`config.mk`:
```
export PLATFORM = sky130hd
export DESIGN_NAME = nubus_master_burst_flat
export DESIGN_NICKNAME = d
export VERILOG_FILES = /design/src/rtl/nubus_master_burst_if.sv /design/src/rtl/nubus_master_burst.sv /design/src/flat_wrapper.sv
export SDC_FILE = /design/constraint.sdc
export NUM_CORES = 1
export LEC_CHECK = 0
export CAP_MARGIN = 20
export CELL_PAD_IN_SITES_DETAIL_PLACEMENT = 0
export CELL_PAD_IN_SITES_GLOBAL_PLACEMENT = 1
export CORE_MARGIN = 2
export CORE_UTILIZATION = 47
export DETAILED_ROUTE_END_ITERATION = 16
export DONT_BUFFER_PORTS = 1
export PLACE_DENSITY = 0.82
export SLEW_MARGIN = 25
export SYNTH_ARGS = -nofsm -noshare
export SYNTH_HDL_FRONTEND = slang
export SYNTH_SLANG_ARGS = --single-unit
export TNS_END_PERCENT = 1
```
`constraint.sdc`:
```
create_clock -name nub_clkn -period 2.83 [get_ports nub_clkn]
set_input_delay 0.566 -clock nub_clkn [delete_from_list [all_inputs] [get_ports nub_clkn]]
set_output_delay 0.566 -clock nub_clkn [all_outputs]
set_load 0.1 [all_outputs]
```
`src/rtl/nubus_master_burst_if.sv`:
```
// NuBus master sequencer bus/card bundle.
// Master drives the registered cycle strobes; the rest are bus and card inputs.
interface nubus_master_burst_if;
  logic       nub_rqstn;
  logic       nub_startn;
  logic       nub_ackn;
  logic [1:0] nub_tmn;
  logic       arb_grant;
  logic       cpu_req;
  logic       cpu_lock;
  logic [2:0] cpu_blk_log2;
  logic       mst_arbcyn_o;
  logic       mst_adrcyn_o;
  logic       mst_dtacyn_o;
  logic       mst_ownern_o;
  logic       mst_lockedn_o;
  logic       mst_beat;
  logic [3:0] mst_beat_idx;
  logic       mst_done;
  logic [1:0] mst_status;

  modport master (
    input  nub_rqstn, nub_startn, nub_ackn, nub_tmn,
    input  arb_grant, cpu_req, cpu_lock, cpu_blk_log2,
    output mst_arbcyn_o, mst_adrcyn_o, mst_dtacyn_o,
    output mst_ownern_o, mst_lockedn_o,
    output mst_beat, mst_beat_idx, mst_done, mst_status
  );

  modport slave (
    output nub_rqstn, nub_startn, nub_ackn, nub_tmn,
    output arb_grant, cpu_req, cpu_lock, cpu_blk_log2,
    input  mst_arbcyn_o, mst_adrcyn_o, mst_dtacyn_o,
    input  mst_ownern_o, mst_lockedn_o,
    input  mst_beat, mst_beat_idx, mst_done, mst_status
  );
endinterface

```
`src/rtl/nubus_master_burst.sv`:
```
// NuBus master sequencer: arbitration, address/data cycles, block
// transfers, try-again-later retries and ACK timeout.
module nubus_master_burst #(
  parameter int MAX_BLK_LOG2 = 2,
  parameter int RETRY_MAX    = 3,
  parameter int ACK_TMO      = 255
) (
  input logic nub_clkn,
  input logic nub_reset,
  nubus_master_burst_if.master bus
);

  localparam int TW = $clog2(ACK_TMO + 1);

  typedef enum logic [2:0] {
    IDLE, ARB, ARBDN, ADDR, DATA, LOCKED, REARB
  } state_t;

  state_t state, state_d;

  logic          rqst, start, ack;
  logic [1:0]    tm;
  logic          bus_busy;
  logic          own, own_d;
  logic          lock_q, lock_d;
  logic [2:0]    blk_q, blk_d, blk_req;
  logic [3:0]    retry_q, retry_d;
  logic [TW-1:0] tmr_q, tmr_d;
  logic [3:0]    idx_q, idx_d, idx_lim;
  logic          beat_d, done_d;
  logic [1:0]    status_d;

  assign rqst  = ~bus.nub_rqstn;
  assign start = ~bus.nub_startn;
  assign ack   = ~bus.nub_ackn;
  assign tm    = ~bus.nub_tmn;

  assign blk_req = (bus.cpu_blk_log2 > 3'(MAX_BLK_LOG2)) ?
                   3'(MAX_BLK_LOG2) : bus.cpu_blk_log2;
  assign idx_lim = 4'((5'd1 << blk_q) - 5'd1);

  assign own   = state inside {ADDR, DATA, LOCKED};
  assign own_d = state_d inside {ADDR, DATA, LOCKED};

  always_comb begin
    state_d  = state;
    lock_d   = lock_q;
    blk_d    = blk_q;
    retry_d  = retry_q;
    tmr_d    = '0;
    idx_d    = idx_q;
    beat_d   = 1'b0;
    done_d   = 1'b0;
    status_d = bus.mst_status;
    case (state)
      IDLE: begin
        if (bus.cpu_req && !rqst) begin
          state_d = ARB;
          lock_d  = bus.cpu_lock;
          blk_d   = blk_req;
          retry_d = '0;
          idx_d   = '0;
        end
      end
      ARB: begin
        if (!start) state_d = ARBDN;
      end
      ARBDN: begin
        if (bus.arb_grant &&
            ((!bus_busy && !start) || (bus_busy && ack)))
          state_d = ADDR;
        else if (start && !bus.arb_grant)
          state_d = ARB;
      end
      ADDR: state_d = DATA;
      DATA: begin
        // Final ACK outranks an intermediate TM0 beat.
        if (ack) begin
          beat_d = 1'b1;
          if (tm == 2'b11) begin
            if (retry_q < 4'(RETRY_MAX)) begin
              retry_d = retry_q + 4'd1;
              idx_d   = '0;
              state_d = REARB;
            end else begin
              done_d   = 1'b1;
              status_d = 2'b11;
              state_d  = IDLE;
            end
          end else begin
            done_d   = 1'b1;
            status_d = tm;
            state_d  = (lock_q && bus.cpu_lock) ? LOCKED : IDLE;
          end
        end else if (tm[0]) begin
          beat_d = 1'b1;
          if (idx_q < idx_lim) idx_d = idx_q + 4'd1;
        end else if (tmr_q == TW'(ACK_TMO - 1)) begin
          done_d   = 1'b1;
          status_d = 2'b10;
          state_d  = IDLE;
        end else begin
          tmr_d = tmr_q + TW'(1);
        end
      end
      LOCKED: begin
        if (!bus.cpu_lock) begin
          state_d = IDLE;
        end else if (bus.cpu_req) begin
          state_d = ADDR;
          blk_d   = blk_req;
          idx_d   = '0;
        end
      end
      REARB: begin
        if (!rqst) state_d = ARB;
      end
      default: state_d = IDLE;
    endcase
  end

  always_ff @(posedge nub_clkn) begin
    if (nub_reset) begin
      state              <= IDLE;
      lock_q             <= 1'b0;
      blk_q              <= '0;
      retry_q            <= '0;
      tmr_q              <= '0;
      idx_q              <= '0;
      bus_busy           <= 1'b0;
      bus.mst_arbcyn_o   <= 1'b1;
      bus.mst_adrcyn_o   <= 1'b1;
      bus.mst_dtacyn_o   <= 1'b1;
      bus.mst_ownern_o   <= 1'b1;
      bus.mst_lockedn_o  <= 1'b1;
      bus.mst_beat       <= 1'b0;
      bus.mst_beat_idx   <= '0;
      bus.mst_done       <= 1'b0;
      bus.mst_status     <= '0;
    end else begin
      state    <= state_d;
      lock_q   <= lock_d;
      blk_q    <= blk_d;
      retry_q  <= retry_d;
      tmr_q    <= tmr_d;
      idx_q    <= idx_d;
      if (ack)
        bus_busy <= 1'b0;
      else if (start && !own)
        bus_busy <= 1'b1;
      bus.mst_arbcyn_o  <= !(state_d inside {ARB, ARBDN});
      bus.mst_adrcyn_o  <= !(state_d == ADDR);
      bus.mst_dtacyn_o  <= !(state_d == DATA);
      bus.mst_ownern_o  <= !own_d;
      bus.mst_lockedn_o <= !(own_d && lock_d);
      bus.mst_beat      <= beat_d;
      // Index of the beat just accepted, aligned with mst_beat.
      bus.mst_beat_idx  <= idx_q;
      bus.mst_done      <= done_d;
      bus.mst_status    <= status_d;
    end
  end

endmodule

```
`src/flat_wrapper.sv`:
```
// flat-port wrapper written by rule: the top's interface ports become plain ports
module nubus_master_burst_flat 
#(
  parameter int MAX_BLK_LOG2 = 2,
  parameter int RETRY_MAX    = 3,
  parameter int ACK_TMO      = 255
)
  (nub_clkn, nub_reset, bus_nub_rqstn, bus_nub_startn, bus_nub_ackn, bus_nub_tmn, bus_arb_grant, bus_cpu_req, bus_cpu_lock, bus_cpu_blk_log2, bus_mst_arbcyn_o, bus_mst_adrcyn_o, bus_mst_dtacyn_o, bus_mst_ownern_o, bus_mst_lockedn_o, bus_mst_beat, bus_mst_beat_idx, bus_mst_done, bus_mst_status);
  nubus_master_burst_if bus_i ();
  input logic nub_clkn;
  input logic nub_reset;
  input wire logic [$bits(bus_i.nub_rqstn)-1:0] bus_nub_rqstn;
  input wire logic [$bits(bus_i.nub_startn)-1:0] bus_nub_startn;
  input wire logic [$bits(bus_i.nub_ackn)-1:0] bus_nub_ackn;
  input wire logic [$bits(bus_i.nub_tmn)-1:0] bus_nub_tmn;
  input wire logic [$bits(bus_i.arb_grant)-1:0] bus_arb_grant;
  input wire logic [$bits(bus_i.cpu_req)-1:0] bus_cpu_req;
  input wire logic [$bits(bus_i.cpu_lock)-1:0] bus_cpu_lock;
  input wire logic [$bits(bus_i.cpu_blk_log2)-1:0] bus_cpu_blk_log2;
  output wire logic [$bits(bus_i.mst_arbcyn_o)-1:0] bus_mst_arbcyn_o;
  output wire logic [$bits(bus_i.mst_adrcyn_o)-1:0] bus_mst_adrcyn_o;
  output wire logic [$bits(bus_i.mst_dtacyn_o)-1:0] bus_mst_dtacyn_o;
  output wire logic [$bits(bus_i.mst_ownern_o)-1:0] bus_mst_ownern_o;
  output wire logic [$bits(bus_i.mst_lockedn_o)-1:0] bus_mst_lockedn_o;
  output wire logic [$bits(bus_i.mst_beat)-1:0] bus_mst_beat;
  output wire logic [$bits(bus_i.mst_beat_idx)-1:0] bus_mst_beat_idx;
  output wire logic [$bits(bus_i.mst_done)-1:0] bus_mst_done;
  output wire logic [$bits(bus_i.mst_status)-1:0] bus_mst_status;
  assign bus_i.nub_rqstn = bus_nub_rqstn;
  assign bus_i.nub_startn = bus_nub_startn;
  assign bus_i.nub_ackn = bus_nub_ackn;
  assign bus_i.nub_tmn = bus_nub_tmn;
  assign bus_i.arb_grant = bus_arb_grant;
  assign bus_i.cpu_req = bus_cpu_req;
  assign bus_i.cpu_lock = bus_cpu_lock;
  assign bus_i.cpu_blk_log2 = bus_cpu_blk_log2;
  assign bus_mst_arbcyn_o = bus_i.mst_arbcyn_o;
  assign bus_mst_adrcyn_o = bus_i.mst_adrcyn_o;
  assign bus_mst_dtacyn_o = bus_i.mst_dtacyn_o;
  assign bus_mst_ownern_o = bus_i.mst_ownern_o;
  assign bus_mst_lockedn_o = bus_i.mst_lockedn_o;
  assign bus_mst_beat = bus_i.mst_beat;
  assign bus_mst_beat_idx = bus_i.mst_beat_idx;
  assign bus_mst_done = bus_i.mst_done;
  assign bus_mst_status = bus_i.mst_status;
  nubus_master_burst #(.MAX_BLK_LOG2(MAX_BLK_LOG2), .RETRY_MAX(RETRY_MAX), .ACK_TMO(ACK_TMO)) u_core (.nub_clkn(nub_clkn), .nub_reset(nub_reset), .bus(bus_i));
endmodule
```
# [Yosys cells after proc, flatten, opt, wreduce, memory -nomap -nowiden]
# Index checks and enable logic that the tools add are counted.
[word_totals] output_inout_bits=13 wordCells=131 regBits=37
[op_classes] muxes=46 n_addsub=4 n_reduce_logical=31 shifts=1 eq_ne=26 bitwise_logic=4 n_lt_le_gt_ge=3
[op_table] cell="two-way mux 3 bit" n=17
[op_table] cell="two-way mux 4 bit" n=11
[op_table] cell="case mux 3 bit (7 select lines)" n=1
[op_table] cell="== test 3 bit (second input constant)" n=5
[op_table] cell="== test 3 x 2 -> 1 bit (second input constant)" n=4
[op_table] cell="!= test 2 bit (second input constant)" n=6
[op_table] cell="!= test 3 bit (second input constant)" n=4
[op_table] cell="case mux 4 bit (3 select lines)" n=1
[op_table] cell="two-way mux 2 bit" n=5
[op_table] cell="two-way mux 1 bit" n=9
[op_table] cell="nonzero test 3 bit" n=3
[op_table] cell="adder 4 x 1 -> 4 bit (second input constant)" n=2
[op_table] cell="adder 8 x 1 -> 8 bit (second input constant)" n=1
[op_table] cell="== test 8 bit (second input constant)" n=1
[op_table] cell="logical AND 1 bit" n=8
[op_table] cell="zero test 1 bit" n=8
[op_table] cell="case mux 4 bit (2 select lines)" n=1
[op_table] cell="AND reduction 4 bit" n=2
[op_table] cell="AND reduction 8 bit" n=1
[op_table] cell="== test 3 x 1 -> 1 bit (second input constant)" n=2
[op_table] cell="case mux 3 bit (2 select lines)" n=1
[op_table] cell="nonzero test 2 bit" n=3
[op_table] cell="AND reduction 5 bit" n=1
[op_table] cell="OR reduction 5 bit" n=1
[op_table] cell="13 further kinds" n=17

# [Logic depth before layout (Yosys ltp)]
# Gate-level depths: netlist (run 1).
[logic_depth] ltp_word=10 ltp_mapped=10 ltp_nobuf=10

# [Least setup slack after synthesis (run 1)]
# Ideal clock, no wire load.
[synth_timing] kind="register to register" from="register u_core.blk_q[0]" to="register u_core.idx_q[1]" slack_ns=0.406 period_less_slack_ns=2.424 path_buffers=0 arrival_ns=2.300 path_stages_with_launch=9 required_ns=2.707 path_cell_list="dfxtp_1 or3_1 ha_1 ha_1 o211ai_1 a21oi_1 a2111o_1 nor2_1 mux2_1"
[synth_between] elab_chain_cells=5
[synth_lines] item="from (decl)" line_no="nubus_master_burst.sv:26" text="logic [2:0] blk_q, blk_d, blk_req;"
[synth_lines] item="from (signal assigned)" line_no="nubus_master_burst.sv:143" text="blk_q <= blk_d;"
[synth_lines] item="<< shifter 1 x 3 -> 4 bit" line_no="nubus_master_burst.sv:40" text="assign idx_lim = 4'((5'd1 << blk_q) - 5'd1);"
[synth_lines] item="subtractor 4 x 1 -> 4 bit" line_no="nubus_master_burst.sv:40"
[synth_lines] item="< comparator 4 bit" line_no="nubus_master_burst.sv:97" text="if (idx_q < idx_lim) idx_d = idx_q + 4'd1;"
[synth_lines] item="!= test 3 bit (no source line)"
[synth_lines] item="AND reduction 8 bit (no source line)"
[synth_lines] item="to (signal assigned)" line_no="nubus_master_burst.sv:146" text="idx_q <= idx_d;"
[synth_lines] item="to (decl)" line_no="nubus_master_burst.sv:29" text="logic [3:0] idx_q, idx_d, idx_lim;"
# No other way between the ends.
# A chain may end at the register's enable or synchronous reset.

# [Worst setup path in the final report (run 1)]
[layout_timing] from="register u_core.blk_q[0]" to="register u_core.idx_q[2]"
# The elaborated chain is that of the path after synthesis.

==> flow_summary_export.csv, run 1 <==
group,metric,value,unit
power_and_ir_drop,switching_power,0.000262,W
cells_and_area,diodes,0,
yosys,yosysTopAreaCellShare,0.410,
yosys,syn_area_per_cell,9.03,sq um
clocking,cts_buffers,5,
global_routing,grtUsageMet1,0.233,
timing,post-route-min-period,2.54,ns
global_routing,antenna_found_initial,0,
clocking,clk_path_buf_depth,2,
global_routing,grt_pass1_vias,1415,
detailed_routing,dr.first_iter.drc_count,142,
worst_setup_path,critPathSlowestCell,"or3_1",
power_and_ir_drop,p_comb_frac,0.082,
power_and_ir_drop,clockPowerShare,0.351,
cells_and_area,area_growth,6.51,%
yosys,synth-seq-cells,37,
worst_setup_path,worst-path-max-fanout,7,
yosys,synth_edf_count,0,
power_and_ir_drop,seqPwrFrac,0.567,
timing,fin_hold_ws,0.342,ns
detailed_routing,avgViaCountPerCell,5.75,
worst_setup_path,r2r_end,"u_core.idx_q[2]",
status,outcome,"completed",
worst_setup_path,crit_path_end_kind,"flop",
power_and_ir_drop,p_per_area,521,mW/mm^2
yosys,syn_inst,200,
place,port_buffers,0,
clocking,h-tree-depth,2,
yosys,post-synth-top-area-cell,"dfxtp_1",
worst_setup_path,path_cells,"or3_1 > ha_1 > ha_1 > o211ai_1 > a21oi_1 > a2111o_1 > or3_1 > a21oi_1",
die,ios,26,
timing,max-slew-margin-rel,0.349,
die,dieArea,0.00435,sq mm
clocking,cts_resized,0,
yosys,yosysSeqAreaShare,0.410,
min_path,holdCritStartpoint,"nub_reset",
clocking,cts_tree,"done",
power_and_ir_drop,internal_power,0.000740,W
detailed_routing,vias,1443,
global_routing,use_met2,0.323,
place,post-dp-hpwl,2680,microns
timing,fin_tns_setup,0,ns
worst_setup_path,arrival,2.76,ns
cells_and_area,drive_gt1_frac,0.0640,
yosys,synth_cell_types,48,
yosys,yosys_warnings,0,
power_and_ir_drop,max-vdd-ir-drop,0.000330,V
detailed_routing,avgRoutedWirePerCell,14.6,microns
yosys,synthesis.nets,221,
timing,rsz0062_at_grt,"false",
timing,setup_ws,0.292,ns
place,dp.cells,243,
place,pre_cts_ws,0.192,ns
min_path,hold_class,"input port to flop",
timing,tightest_slew,0.975,ns
worst_setup_path,r2r-start,"u_core.blk_q[0]",
detailed_routing,first_pass_iters,4,
clocking,cts_sinks,37,
timing,final_hold_viol_count,0,
worst_setup_path,slowest_delay,0.40,ns
global_routing,met3_usage,0.0477,
global_routing,grt_overflow,0,
detailed_routing,postRouteWirelength,3670,microns
place,post_dp_cell_area,0.00184,sq mm
die,start_util,0.489,
cells_and_area,stdcell_area,0.00192,sq mm
die,rows,22,
global_routing,grt_pass1_wl,6400,microns
clocking,path_clk_slew,0.07,ns
die,die_x,66.0,microns
timing,max_freq,0.394,GHz
clocking,cts_root_buf,"clkbuf_8",
cells_and_area,fillers,370,
flow_run,max-cap-violations,0,
detailed_routing,drc_errors,0,
worst_setup_path,reg2regPathDepth,8,
worst_setup_path,cp.required,3.05,ns
timing,slew_violations,0,
global_routing,grt_busiest_layer,"met2",
yosys,async_flop_share,0,
cells_and_area,final_cells,251,
die,core_area,0.00369,sq mm
clocking,worstSkewPairLatency,0.28,ns
global_routing,grt_util_all_layers,0.192,
cells_and_area,final_common_cell,"dfxtp_1",
worst_setup_path,path_class,"flop to flop",
timing,clock_skew,0.00348,ns
clocking,cts_hold_repair.buffers,0,
cells_and_area,fin_nets,223,
yosys,syn_area,0.00181,sq mm
power_and_ir_drop,p_sw_frac,0.261,
cells_and_area,mostFrequentLayoutCells,"dfxtp_1, nor2_1, a21oi_1",
min_path,whs_path_depth,1,
detailed_routing,ant_nets,0,
yosys,synthFlopType,"dfxtp_1",
die,die_h,66.0,microns
worst_setup_path,startpoint_type,"flop",
place,gp_congestion,0.825,
timing,setup_viol,0,
power_and_ir_drop,leakagePower,0.701,nW
timing,min_period_over_period,0.897,
yosys,synth.area.top_cells,"dfxtp_1, ha_1, nor2_1",
worst_setup_path,r2r_setup_slack,0.29,ns
min_path,hold_end,"u_core.bus.mst_beat_idx[0]",
global_routing,grt_max_degree,26,
state kept, by name, summed over array words and instances (netlist names), 2 cells and up:
register and count:
u_core.tmr_q 8, u_core.bus.mst_status 2, u_core.idx_q 4, u_core.state 3, u_core.retry_q 4, u_core.blk_q 3
u_core.bus.mst_beat_idx 4
critical path, delay by kind of cell (launching register included):
family	cells	cell delay, ns
fa+ha+maj	2	0.59
simple gates	2	0.78
compound gates	4	0.75
flops	1	0.34
synth_stat cells, types with 4 or more instances:
cell type and n:
dfxtp_1 37, a211oi_1 4, nand2_1 10, nand2b_1 7, or3_1 7, and3_1 4, a21oi_1 16, nor3_1 4
xor2_1 4, nor2b_1 6, inv_1 9, nor2_1 23, xnor2_1 5, nand3_1 7, ha_1 8, o21ai_0 8
power by group through the flow:
| stage | Clock (W) | Combinational [W] | Sequential, W |
|---|---|---|---|
| CTS | 0.000362 | 0.0000824 | 0.000568 |
| floorplan | 0 | 0.0000788 | 0.000574 |
| global placement | 0 | 0.0000768 | 0.000580 |
| finish | 0.000351 | 0.0000821 | 0.000569 |
| detailed placement | 0 | 0.0000819 | 0.000580 |
| global route | 0.000386 | 0.0000944 | 0.000570 |
kinds of logic (layout without fill, tap and decap cells):
logic type / Yosys count / count (layout) / synth area share
buffers and inverters: 15 / 18 / 0.0367
DFF: 37 / 37 / 0.410
xor gates and xnor gates: 9 / 9 / 0.0437
AOI/OAI and AO/OA: 43 / 43 / 0.166
adders and majority gates: 8 / 8 / 0.0554
and+or+nand+nor: 86 / 86 / 0.276
muxes: 2 / 2 / 0.0118
layout make-up:
class / instances / area (sq um) / share of cell area
multi-input combinational: 148 / 998 / 0.519
sequential: 37 / 741 / 0.385
clock buffer: 6 / 72.6 / 0.0377
tap: 48 / 60.1 / 0.0312
inverter: 9 / 33.8 / 0.0176
clock inverter: 2 / 10.0 / 0.00520
timing repair buffer: 1 / 7.51 / 0.00390
worst max-delay path by stage:
stage / start / to / depth (start not counted)
finish: u_core.blk_q[0] / u_core.idx_q[2] / 8
global route: u_core.blk_q[0] / u_core.idx_q[2] / 8
CTS: u_core.blk_q[0] / u_core.idx_q[2] / 8
detailed placement: u_core.blk_q[0] / u_core.idx_q[2] / 8
global placement: u_core.blk_q[0] / u_core.idx_q[1] / 8
floorplan: u_core.blk_q[0] / u_core.idx_q[1] / 8
through the flow:
step / power (W) / utilization
after floorplan: 0.000652 / -
after detailed placement: 0.000662 / 0.499
after global routing: 0.00105 / 0.521
after global placement: 0.000656 / 0.499
after CTS: 0.00101 / 0.521
final: 0.00100 / 0.521
what timing repair did:
action / CTS / global route
endpoints found under the setup margin: 0 / 1
endpoints found under the hold margin: 0 / 0
setup buffers: 0 / 0
layer usage:
metal  share of wire  vias to the layer above
met1            0.45                      686
met4           0.014                        0
met2            0.48                       37
li1                -                      715
met5               0                        -
met3           0.054                        5
Note: power is estimated with default switching activity, not from simulation.
==> run 2: changes to the inputs <==
--- a/config.mk
+++ b/config.mk
@@ -13,6 +13,7 @@
 export DETAILED_ROUTE_END_ITERATION = 16
 export DONT_BUFFER_PORTS = 1
 export PLACE_DENSITY = 0.82
+export RECOVER_POWER = 100
 export SLEW_MARGIN = 25
 export SYNTH_ARGS = -nofsm -noshare
 export SYNTH_HDL_FRONTEND = slang
==> flow_summary_export.csv, run 2 (synthesized netlist as in run 1, its figures left out) <==
group,metric,value,unit
power_and_ir_drop,leakagePower,0.690,nW
cells_and_area,mostFrequentLayoutCells,"dfxtp_1, nor2_1, a21oi_1",
worst_setup_path,cp.required,3.05,ns
worst_setup_path,r2r-start,"u_core.blk_q[0]",
global_routing,grt_pass1_wl,6400,microns
timing,max_freq,0.394,GHz
place,port_buffers,0,
power_and_ir_drop,fin_total_pwr,0.000997,W
clocking,worstSkewPairLatency,0.29,ns
place,dp.cells,243,
detailed_routing,avgViaCountPerCell,5.78,
worst_setup_path,slowest_delay,0.40,ns
detailed_routing,first_pass_iters,4,
power_and_ir_drop,p_per_area,530,mW/mm^2
worst_setup_path,crit_start,"u_core.blk_q[0]",
timing,max-slew-margin-rel,0.348,
clocking,clk_path_buf_depth,2,
worst_setup_path,path_class,"flop to flop",
worst_setup_path,worst-path-max-fanout,7,
timing,min_period_over_period,0.897,
cells_and_area,area_growth,4.23,%
timing,tightest_slew,0.977,ns
worst_setup_path,path_cells,"or3_1 > ha_1 > ha_1 > o211ai_1 > a21oi_1 > a2111o_1 > or3_1 > a21oi_1",
worst_setup_path,critPathSlowestCell,"or3_1",
clocking,cts_buffers,5,
timing,slew_violations,0,
cells_and_area,largest_register_ffs,8,
timing,rsz0062_at_grt,"false",
clocking,cts_setup_buffers,0,
worst_setup_path,critPathCapture,"u_core.idx_q[2]",
cells_and_area,drive_gt1_frac,0.0394,
clocking,cts_resized,0,
detailed_routing,ant_nets,0,
worst_setup_path,critical_path.top_delay_family,"simple AND/OR/NAND/NOR gates",
global_routing,grt_util_all_layers,0.192,
place,post-dp-hpwl,2680,microns
worst_setup_path,crit_buf_inv,0,
timing,fin_hold_ws,0.340,ns
timing,final_hold_viol_count,0,
detailed_routing,drc_errors,0,
die,rows,22,
flow_run,max-cap-violations,0,
power_and_ir_drop,max-vdd-ir-drop,0.000316,V
timing,clock_skew,0.00409,ns
cells_and_area,fin_nets,223,
worst_setup_path,arrival,2.76,ns
clocking,cts_sinks,37,
die,dieArea,0.00435,sq mm
worst_setup_path,r2r_setup_slack,0.29,ns
timing,setup_viol,0,
cells_and_area,max_flop_register,"u_core.tmr_q",
place,pre_cts_ws,0.192,ns
cells_and_area,final_cells,251,
clocking,cts_tree,"done",
die,core_area,0.00369,sq mm
die,ios,26,
detailed_routing,vias,1452,
clocking,h-tree-depth,2,
clocking,cts_hold_repair.buffers,0,
detailed_routing,dr.first_iter.drc_count,114,
global_routing,grt_overflow,0,
worst_setup_path,reg2regPathDepth,8,
cells_and_area,final_common_cell,"dfxtp_1",
global_routing,antenna_found_initial,0,
min_path,hold_class,"input port to flop",
global_routing,grt_max_degree,26,
timing,fin_tns_setup,0,ns
clocking,path_clk_slew,0.07,ns
worst_setup_path,r2r_end,"u_core.idx_q[2]",
die,die_x,66.0,microns
cells_and_area,diodes,0,
die,start_util,0.489,
status,outcome,"completed",
place,gp_congestion,0.825,
worst_setup_path,startpoint_type,"flop",
detailed_routing,postRouteWirelength,3720,microns
timing,setup_ws,0.291,ns
timing,post-route-min-period,2.54,ns
clocking,cts_root_buf,"clkbuf_8",
worst_setup_path,cp_num_cells,8,
die,die_h,66.0,microns
worst_setup_path,crit_path_end_kind,"flop",
global_routing,grt_pass1_vias,1415,
detailed_routing,avgRoutedWirePerCell,14.8,microns
run 2: worst min-delay path by stage:
| stage | start | end | cells past startpoint |
|---|---|---|---|
| 2_1_floorplan | u_core.tmr_q[0] | u_core.tmr_q[0] | 1 |
| 3_3_place_gp | u_core.tmr_q[0] | u_core.tmr_q[0] | 1 |
| 3_5_place_dp | u_core.tmr_q[0] | u_core.tmr_q[0] | 1 |
| 4_1_cts | nub_reset | u_core.blk_q[0] | 1 |
| 5_1_grt | nub_reset | u_core.bus.mst_beat_idx[2] | 1 |
| 6_report | nub_reset | u_core.bus.mst_beat_idx[0] | 1 |
run 2: metal layers:
layer / up-vias / routed length [microns] / GRT usage
li1: 716 / - / -
met1: 697 / 1710 / 0.233
met2: 32 / 1790 / 0.323
met3: 7 / 159 / 0.0477
met4: 0 / 59 / 0.0765
met5: - / 0 / 0
run 2: cell type report:
class | count | area (sq um)
Tap cell | 48 | 60.1
Timing Repair Buffer | 1 | 3.75
Multi-Input combinational cell | 148 | 961
Clock buffer | 6 | 72.6
Inverter | 9 | 33.8
Clock inverter | 2 | 10.0
Fill cell | 375 | 1810
Sequential cell | 37 | 741
run 2: metrics by stage:
step            util  area, sq um
5_1_grt        0.510         1880
6_report       0.510         1880
2_1_floorplan      -         1810
3_5_place_dp   0.499         1840
4_1_cts        0.521         1920
3_3_place_gp   0.499         1840
run 2: report_power, final:
group / total (W) / leakage (nW) / internal [W] / switching, W
Combinational: 0.0000757 / 0.346 / 0.0000352 / 0.0000405
Clock: 0.000353 / 0.0450 / 0.000171 / 0.000183
Sequential: 0.000568 / 0.299 / 0.000531 / 0.0000370
Total: 0.000997 / 0.690 / 0.000737 / 0.000260
